==> src/rtl/nes_clk_pkg.sv <==
// rtl/nes_clk_pkg.sv - shared constants, state encoding and width helper for nes_clk_en_gen
//
// Purpose : NTSC divide constants, default channel geometry, FSM state
//           encoding and the channel-select width function.
// Ports   : none (package)
// Option  : CLK_EN_CYCLE_CNT_EN is consumed by nes_clk_en_gen, not here.
package nes_clk_pkg;

   localparam int NES_CPU_DIV = 12;
   localparam int NES_PPU_DIV = 4;
   localparam int NES_MST_HZ  = 21477272;

   localparam int NUM_CH_DEF  = 2;
   localparam int CNT_W_DEF   = 5;

   typedef enum logic [1:0] {
      ST_HALT  = 2'd0,
      ST_ALIGN = 2'd1,
      ST_RUN   = 2'd2
   } state_t;

   // A single channel still needs a one-bit select port.
   function automatic int ch_w(input int n);
      return (n <= 1) ? 1 : $clog2(n);
   endfunction

endpackage

==> src/rtl/nes_clk_en_chan.sv <==
// rtl/nes_clk_en_chan.sv - one enable channel: divide counter, phase load, strobe and reset flops
//
// Purpose : Counts modulo div while stepping, emits a one-cycle enable when
//           the count is zero, and holds a reset that releases on the edge
//           after the first enable.
// Ports   : clk, rst          master clock, async active-high reset
//           div, phase        active divide and phase offset
//           load              realign: counter takes the phase load value
//           run_q             advance counter and evaluate strobe this edge
//           rst_set           force rst_en high (halting)
//           clk_en, rst_en    registered enable strobe and channel reset
module nes_clk_en_chan
   import nes_clk_pkg::*;
#(
   parameter int CNT_W = CNT_W_DEF
) (
   input  logic             clk,
   input  logic             rst,
   input  logic [CNT_W-1:0] div,
   input  logic [CNT_W-1:0] phase,
   input  logic             load,
   input  logic             run_q,
   input  logic             rst_set,
   output logic             clk_en,
   output logic             rst_en
);

   logic [CNT_W-1:0] cnt;
   logic [CNT_W-1:0] load_val;

   // Starting div-phase steps before the wrap puts the first zero phase edges late.
   assign load_val = (phase == '0) ? '0 : (div - phase);

   always_ff @(posedge clk or posedge rst) begin
      if (rst) begin
         cnt    <= '0;
         clk_en <= 1'b0;
         rst_en <= 1'b1;
      end else begin
         if (load) begin
            cnt    <= load_val;
            clk_en <= 1'b0;
         end else if (run_q) begin
            clk_en <= (cnt == '0);
            cnt    <= (cnt == div - 1'b1) ? '0 : cnt + 1'b1;
         end else begin
            clk_en <= 1'b0;
         end

         // clk_en can only be high while the FSM stays in RUN, so it alone
         // marks the release edge.
         if (rst_set)
            rst_en <= 1'b1;
         else if (clk_en)
            rst_en <= 1'b0;
      end
   end

endmodule

==> src/rtl/nes_clk_en_gen.sv <==
// rtl/nes_clk_en_gen.sv - multi-channel clock-enable generator with shadowed divide/phase config
//
// Purpose : HALT/ALIGN/RUN sequencer, shadow and active divide/phase
//           registers, config write handshake and commit, one
//           nes_clk_en_chan per channel.
// Ports   : clk_mst, rst_mst   master clock, async active-high reset
//           run                start/hold all channels
//           cfg_valid/ready    shadow write handshake (cfg_ch, cfg_div, cfg_phase)
//           cfg_commit         copy shadows to active and realign
//           cfg_err            one-cycle pulse after a rejected write
//           clk_en, rst_en     per-channel enable strobes and resets
//           en_cnt             per-channel 16-bit enable count (CLK_EN_CYCLE_CNT_EN only)
// Option  : define CLK_EN_CYCLE_CNT_EN to add en_cnt.
module nes_clk_en_gen
   import nes_clk_pkg::*;
#(
   parameter int                      NUM_CH     = NUM_CH_DEF,
   parameter int                      CNT_W      = CNT_W_DEF,
   parameter logic [NUM_CH*CNT_W-1:0] DIV_INIT   = {5'd4, 5'd12},
   parameter logic [NUM_CH*CNT_W-1:0] PHASE_INIT = {5'd0, 5'd0}
) (
   input  logic                      clk_mst,
   input  logic                      rst_mst,
   input  logic                      run,
   input  logic                      cfg_valid,
   output logic                      cfg_ready,
   input  logic [ch_w(NUM_CH)-1:0]   cfg_ch,
   input  logic [CNT_W-1:0]          cfg_div,
   input  logic [CNT_W-1:0]          cfg_phase,
   input  logic                      cfg_commit,
   output logic                      cfg_err,
`ifdef CLK_EN_CYCLE_CNT_EN
   output logic [NUM_CH*16-1:0]      en_cnt,
`endif
   output logic [NUM_CH-1:0]         clk_en,
   output logic [NUM_CH-1:0]         rst_en
);

   state_t state;

   logic [NUM_CH-1:0][CNT_W-1:0] shd_div, shd_ph;
   logic [NUM_CH-1:0][CNT_W-1:0] act_div, act_ph;
   logic [NUM_CH-1:0][CNT_W-1:0] shd_div_nxt, shd_ph_nxt;

   logic wr_fire, wr_bad, wr_ok, commit_ok;
   logic step, load, rst_set;

   assign wr_fire = cfg_valid && cfg_ready;
   assign wr_bad  = (cfg_div == '0) || (cfg_phase >= cfg_div) || (int'(cfg_ch) >= NUM_CH);
   assign wr_ok   = wr_fire && !wr_bad;

   // Shadow view including this cycle's write, so a same-cycle commit sees it.
   always_comb begin
      shd_div_nxt = shd_div;
      shd_ph_nxt  = shd_ph;
      if (wr_ok) begin
         shd_div_nxt[cfg_ch] = cfg_div;
         shd_ph_nxt[cfg_ch]  = cfg_phase;
      end
   end

   assign commit_ok = cfg_commit && (state != ST_ALIGN);

   // Channels step only when staying in RUN; a commit or run drop freezes
   // them and forces the strobes low on that edge.
   assign step    = (state == ST_RUN) && run && !cfg_commit;
   assign load    = (state == ST_ALIGN);
   assign rst_set = (state == ST_HALT) || !run;

   always_ff @(posedge clk_mst or posedge rst_mst) begin
      if (rst_mst) begin
         state     <= ST_HALT;
         cfg_ready <= 1'b0;
         cfg_err   <= 1'b0;
         shd_div   <= DIV_INIT;
         shd_ph    <= PHASE_INIT;
         act_div   <= DIV_INIT;
         act_ph    <= PHASE_INIT;
      end else begin
         cfg_err   <= wr_fire && wr_bad;
         shd_div   <= shd_div_nxt;
         shd_ph    <= shd_ph_nxt;
         cfg_ready <= 1'b1;
         if (commit_ok) begin
            act_div <= shd_div_nxt;
            act_ph  <= shd_ph_nxt;
         end
         case (state)
            ST_HALT: begin
               if (run) begin
                  state     <= ST_ALIGN;
                  cfg_ready <= 1'b0;
               end
            end
            ST_ALIGN: begin
               state <= run ? ST_RUN : ST_HALT;
            end
            ST_RUN: begin
               if (!run) begin
                  state <= ST_HALT;
               end else if (cfg_commit) begin
                  state     <= ST_ALIGN;
                  cfg_ready <= 1'b0;
               end
            end
            default: begin
               state <= ST_HALT;
            end
         endcase
      end
   end

   for (genvar i = 0; i < NUM_CH; i++) begin : g_ch
      nes_clk_en_chan #(
         .CNT_W (CNT_W)
      ) u_chan (
         .clk     (clk_mst),
         .rst     (rst_mst),
         .div     (act_div[i]),
         .phase   (act_ph[i]),
         .load    (load),
         .run_q   (step),
         .rst_set (rst_set),
         .clk_en  (clk_en[i]),
         .rst_en  (rst_en[i])
      );

`ifdef CLK_EN_CYCLE_CNT_EN
      logic [15:0] cnt_r;

      always_ff @(posedge clk_mst or posedge rst_mst) begin
         if (rst_mst)
            cnt_r <= '0;
         else if (state == ST_HALT)
            cnt_r <= '0;
         else if (clk_en[i])
            cnt_r <= cnt_r + 16'd1;
      end

      assign en_cnt[i*16 +: 16] = cnt_r;
`endif
   end

endmodule
==> config.mk <==
export PLATFORM = sky130hd
export DESIGN_NAME = nes_clk_en_gen
export DESIGN_NICKNAME = d
export VERILOG_FILES = /design/src/rtl/nes_clk_pkg.sv /design/src/rtl/nes_clk_en_chan.sv /design/src/rtl/nes_clk_en_gen.sv
export SDC_FILE = /design/constraint.sdc
export NUM_CORES = 1
export LEC_CHECK = 0
export ABC_AREA = 1
export ABC_CLOCK_PERIOD_IN_PS = 3800
export CORE_MARGIN = 2
export CORE_UTILIZATION = 45
export DETAILED_ROUTE_END_ITERATION = 10
export GPL_TIMING_DRIVEN = 0
export HOLD_SLACK_MARGIN = 0.03
export PLACE_DENSITY = 0.7
export SLEW_MARGIN = 10
export SYNTH_ARGS = -nofsm -noshare
export SYNTH_HDL_FRONTEND = slang
export SYNTH_SLANG_ARGS = --single-unit
==> constraint.sdc <==
create_clock -name clk_mst -period 3.8 [get_ports clk_mst]
set_input_delay 0.76 -clock clk_mst [delete_from_list [all_inputs] [get_ports clk_mst]]
set_output_delay 0.76 -clock clk_mst [all_outputs]
set_load 0.02 [all_outputs]
**Word-level counts from Yosys, hierarchy flattened**

Index checks and enable logic that the tools add are counted.
Widths: inputs -> output; s select.

- Bits in latches: 0
- Memories kept: 0
- Register bits: 58
- Memory bits (writable): 0
- Output and inout bits: 6
- Word-level logic and storage cells: 86
- Memory bits (read-only): 0
- Bits of input ports: 16

- $lt $le $gt $ge: 3
- Shift operators: 0
- Multiplexer cells: 31
- Equal/unequal tests: 7
- Div/mod/pow operators: 0
- Add/subtract/negate cells: 6
- Bitwise operators: 0
- Reductions and logical operators: 22
- Multipliers: 0

Operator list:

| cell | number |
|---|---|
| $mux 5 | 9 |
| $logic_not 5->1 | 5 |
| $bwmux 10 | 2 |
| $mux 10 | 2 |
| $mux 1 | 11 |
| $add 5x1->5 const B | 2 |
| $eq 5x5->1 | 2 |
| $sub 5x1->5 const B | 2 |
| $sub 5x5->5 | 2 |
| $mux 2 | 4 |
| $logic_and 1x1->1 | 7 |
| $pmux 2 s3 | 1 |
| $reduce_bool 2->1 | 3 |
| $demux 5 s1 | 1 |
| $ge 5x5->1 | 1 |
| $logic_not 1->1 | 3 |
| $ne 3x3->1 const B | 1 |
| $eq 2x1->1 const B | 1 |
| $eq 2x2->1 const B | 1 |
| $logic_not 2->1 | 1 |
| $logic_or 1x1->1 | 2 |
| $lt 1x2->1 const B | 1 |
| $ne 2x1->1 const B | 1 |
| $ne 2x2->1 const B | 1 |
| other kinds (3) | 3 |

**Logic depth before layout (Yosys ltp)**

- Depth in word-level cells: 6
- Gate-level depth with buffers: 13
- Mapped depth without buffers: 12

**Hierarchy**

From an unflattened synthesis, not the netlist that was laid out.

- Cells, all modules: 527
- Area total of the unflattened synthesis: 4003.8 um^2

By module, submodules not included:

| module | instances | area an instance (um^2) | seq. area each (um^2) | cells an instance |
|---|---|---|---|---|
| nes_clk_en_gen | 1 | 2339.7 | 1108.6 | 253 |
| nes_clk_en_chan | 2 | 832.0 | 176.4 | 137 |

**Least setup slack after synthesis**

No wires, ideal clock.

- Kind: input port to flip-flop
- Start point: input cfg_div[4]
- End point: register act_div[1] (netlist bit)
- Stages on the path: 13
- Arrival time: 1.912 ns
- Buffers on the path: 1
- Slack: 1.772 ns
- Required time: 3.684 ns
- Setup time: 0.116 ns
- Cell sequence: inv_1 ha_1 nand2_2 inv_2 nand2_4 nand2_1 nor2_1 nand4_2 buf_6 nand2_2 nand2_2 nand2_1 nand2_1

RTL lines:

| item | line | source |
|---|---|---|
| start, declared | nes_clk_en_gen.sv:28 | `input logic [CNT_W-1:0] cfg_div,` |
| end signal, assigned | nes_clk_en_gen.sv:85 | `act_div <= shd_div_nxt;` |
| end, declared | nes_clk_en_gen.sv:42 | `logic [NUM_CH-1:0][CNT_W-1:0] act_div, act_ph;` |

==> flow_summary_export.csv <==
group,metric,value,unit
synth,syn_area_per_cell,8.277,um^2
route,ant_nets,0,
route,vias,3053,
route,dr.pass1.iters,4,
clock_network,ctsResizeCount,0,
min_path,min_to,"g_ch[0].u_chan.rst_en",
synth,synth_top_flop_cell,"dfrtp_1",
grt,grt_max_degree,38,
final_layout,drive_above_1_share,0.2390,
worst_setup_path,crit_slowest_cell,"clkdlybuf4s50_1",
die,chipHeight,96.48,um
die,core,0.008258,mm^2
worst_setup_path,reg2reg_slack,1970,ps
final_layout,stdcell_count,607,
clock_network,clock_latency,330,ps
final_layout,syn2layout_area_growth,13.78,%
timing,relSlewSlack,0.6678,
clock_network,cts-htree-levels,3,
clock_network,clock_tree.root_cell,"clkbuf_8",
min_path,min_from,"g_ch[0].u_chan.clk_en",
worst_setup_path,crit_type,"in -> reg",
timing,min_period_over_period,0.6491,
die,die_w,96.48,um
final_layout,ff_latch_area,0.001461,mm^2
run,maxCapViolCount,0,
power,peakVddDrop,216.6,uV
worst_setup_path,crit_arrival,2690,ps
worst_setup_path,cp-start-kind,"input port",
clock_network,cts_buffer_depth,2,
worst_setup_path,critPathMaxStageDelay,530,ps
clock_network,ctsHoldBuffers,0,
timing,setup_violations,0,
synth,yosys_warnings,0,
final_layout,final_util,0.5303,
synth,synthArstFlopShare,1.000,
final_layout,final_nets,534,
worst_setup_path,crit_chain,"clkdlybuf4s50_1 > inv_1 > ha_1 > nand2_2 > inv_2 > nand2_4 > nand2_1 > nor2_1 > nand4_2 > buf_6 > nand2_2 > nand2_2 > nand2_1 > nand2_1",
synth,yosys_register_bits,58,
timing,fin_crit,2466,ps
timing,hold_viol_final,0,
timing,postLayoutSetupSlackWorst,1334,ps
die,row_count,33,
die,start_util,0.4661,
grt,grtUsageTotal,0.1918,
worst_setup_path,worstPathBufferInverterCount,4,
route,drt-total-wl,7.933,mm
synth,yosysSeqAreaShare,0.3797,
place,post-place-ws,981.8,ps
timing,max_freq,405.4,MHz
route,wire_per_inst,13.07,um
worst_setup_path,rr_endpoint,"g_ch[0].u_chan.cnt[4]",
clock_network,cts_tree,"built",
final_layout,multi_input_area,0.002019,mm^2
clock_network,clkTransAtPathRegs,70,ps
final_layout,fillers,798,
synth,synth_area_leaders,"dfrtp_1 33%, nand2_1 11%, nand2_2 6.7%",
clock_network,cts_buffers,9,
power,power,2.729,mW
min_path,hold_class,"reg -> reg",
grt,antenna_found_initial,0,
synth,synth_cell_type_count,30,
grt,grt-ovfl-total,0,
die,io_pins,22,
timing,worst_slew_pin_slew,497.6,ps
min_path,min_path_cells,1,
worst_setup_path,setup.worst_path.end_class,"flop",
worst_setup_path,startpoint,"cfg_div[4]",
grt,grt_first_pass_wirelength,13.83,mm
place,port_buffers,20,
timing,drv_slew,0,
timing,fin_setup_tns,0,ps
worst_setup_path,timing.rr.start,"act_div[0]",
worst_setup_path,worstRegToRegCells,10,
route,drc,0,
worst_setup_path,crit_cells,14,
synth,synth_top_cell_area_share,0.3251,
place,place_area,0.004200,mm^2
clock_network,clkSinkCount,58,
place,numPlacedInstances,591,
timing,whs,420.4,ps
timing,rsz0062_at_grt,"false",
final_layout,design_area,0.004379,mm^2
worst_setup_path,path_max_fanout,10,
synth,synth_edf_count,0,
final_layout,diodes,0,
outcome,status,"completed",
timing,fin_worst_skew,7.629,ps
synth,synthesis.nets,502,
grt,grt_pass1_vias,2952,
clock_network,cts_setup_buffers,0,
place,gp_congestion,0.8248,
power,power_density,623.2,mW/mm^2
die,dieArea,0.009308,mm^2
synth,synth_top_cell_by_area,"dfrtp_1",
synth,synthCells,465,
place,place_hpwl,6.030,mm
power,p_leak,2.213,nW
synth,syn-cell-area,0.003849,mm^2
worst_setup_path,required,4030,ps
worst_setup_path,critPathTopFamily,"buffers and inverters",
route,first_iter_violations,106,
route,via_per_inst,5.030,
==> how the worst max path moves through the flow <==
| stage | endpoint | slack [ps] |
|---|---|---|
| floorplan | act_div[0] | 1630 |
| detailed placement | act_div[6] | 980 |
| global placement | cfg_err | 490 |
| global route | act_ph[6] | 1200 |
| finish | act_div[6] | 1330 |
| CTS | act_div[6] | 1340 |
==> Yosys cell counts (6+ instances only) <==
master,number
a21oi_1,14
a21oi_2,11
buf_2,6
buf_4,8
buf_6,7
dfrtp_1,50
dfstp_2,8
ha_1,19
inv_1,49
mux2_1,7
mux2_2,8
nand2_1,109
nand2_2,41
nand3_1,14
nand4_1,20
nor2_1,35
nor3_1,6
o21ai_0,11
xnor2_1,11
xor2_1,12
==> power by group <==
group / internal (mW) / leakage, nW / switching (mW)
Sequential: 0.821 / 0.710 / 0.204
Combinational: 0.533 / 1.42 / 0.653
Clock: 0.254 / 0.0847 / 0.263
==> cell type report <==
class                           count  share of cell area
Buffer                             21             0.03857
Timing Repair Buffer               21             0.05029
Clock buffer                       10             0.03143
Sequential cell                    58              0.3337
Multi-Input combinational cell    333              0.4611
Clock inverter                      6            0.009429
Inverter                           53             0.04543
Tap cell                          105             0.03000
==> worst reg2reg max path, delay by kind of cell (launching register included) <==
kind | cells | cell delay (ps)
adder cells (fa/ha/maj) | 2 | 550
flip-flops | 1 | 420
AND/OR/NAND/NOR | 4 | 290
AO/OA/AOI/OAI | 2 | 280
buffers and inverters | 2 | 160
==> layer usage <==
metal / vias to the layer above / GRT usage / routed length [um]
li1: 1549 / - / -
met1: 1461 / 0.2681 / 3932
met2: 36 / 0.3102 / 3716
met3: 7 / 0.02327 / 193
met4: 0 / 0.06338 / 90
met5: - / 0 / 0
==> sequential cells by signal, summed over array words and instances, names as in the netlist <==
name and cells:
act_div 10, act_ph 10, cfg_err 1, cfg_ready 1
g_ch.u_chan.clk_en 2, g_ch.u_chan.cnt 10, g_ch.u_chan.rst_en 2, shd_div 10
shd_ph 10, state 2
==> logic make-up (layout without fill, tap and decap cells) <==
kind of cell	count (synthesis)	count (layout)	share of synthesized area
simple gates	234	234	0.2923
buf+inv	74	111	0.09558
flops	58	58	0.3797
compound gates	40	40	0.06404
xor+xnor	23	23	0.05234
fa+ha+maj	21	21	0.07217
mux	15	15	0.04389
==> cells in the final DEF, fill, tap and decap left out, types with 11 or more instances in the layout <==
cell,Yosys,final
xnor2_1,11,11
ha_1,19,19
nand2_1,109,109
a21oi_1,14,14
inv_1,49,48
nand3_1,14,14
clkdlybuf4s50_1,0,20
dfrtp_1,50,50
a21oi_2,11,11
nand4_1,20,20
nor2_1,35,35
xor2_1,12,12
nand2_2,41,41
o21ai_0,11,11
(Power assumes the default switching activity.)
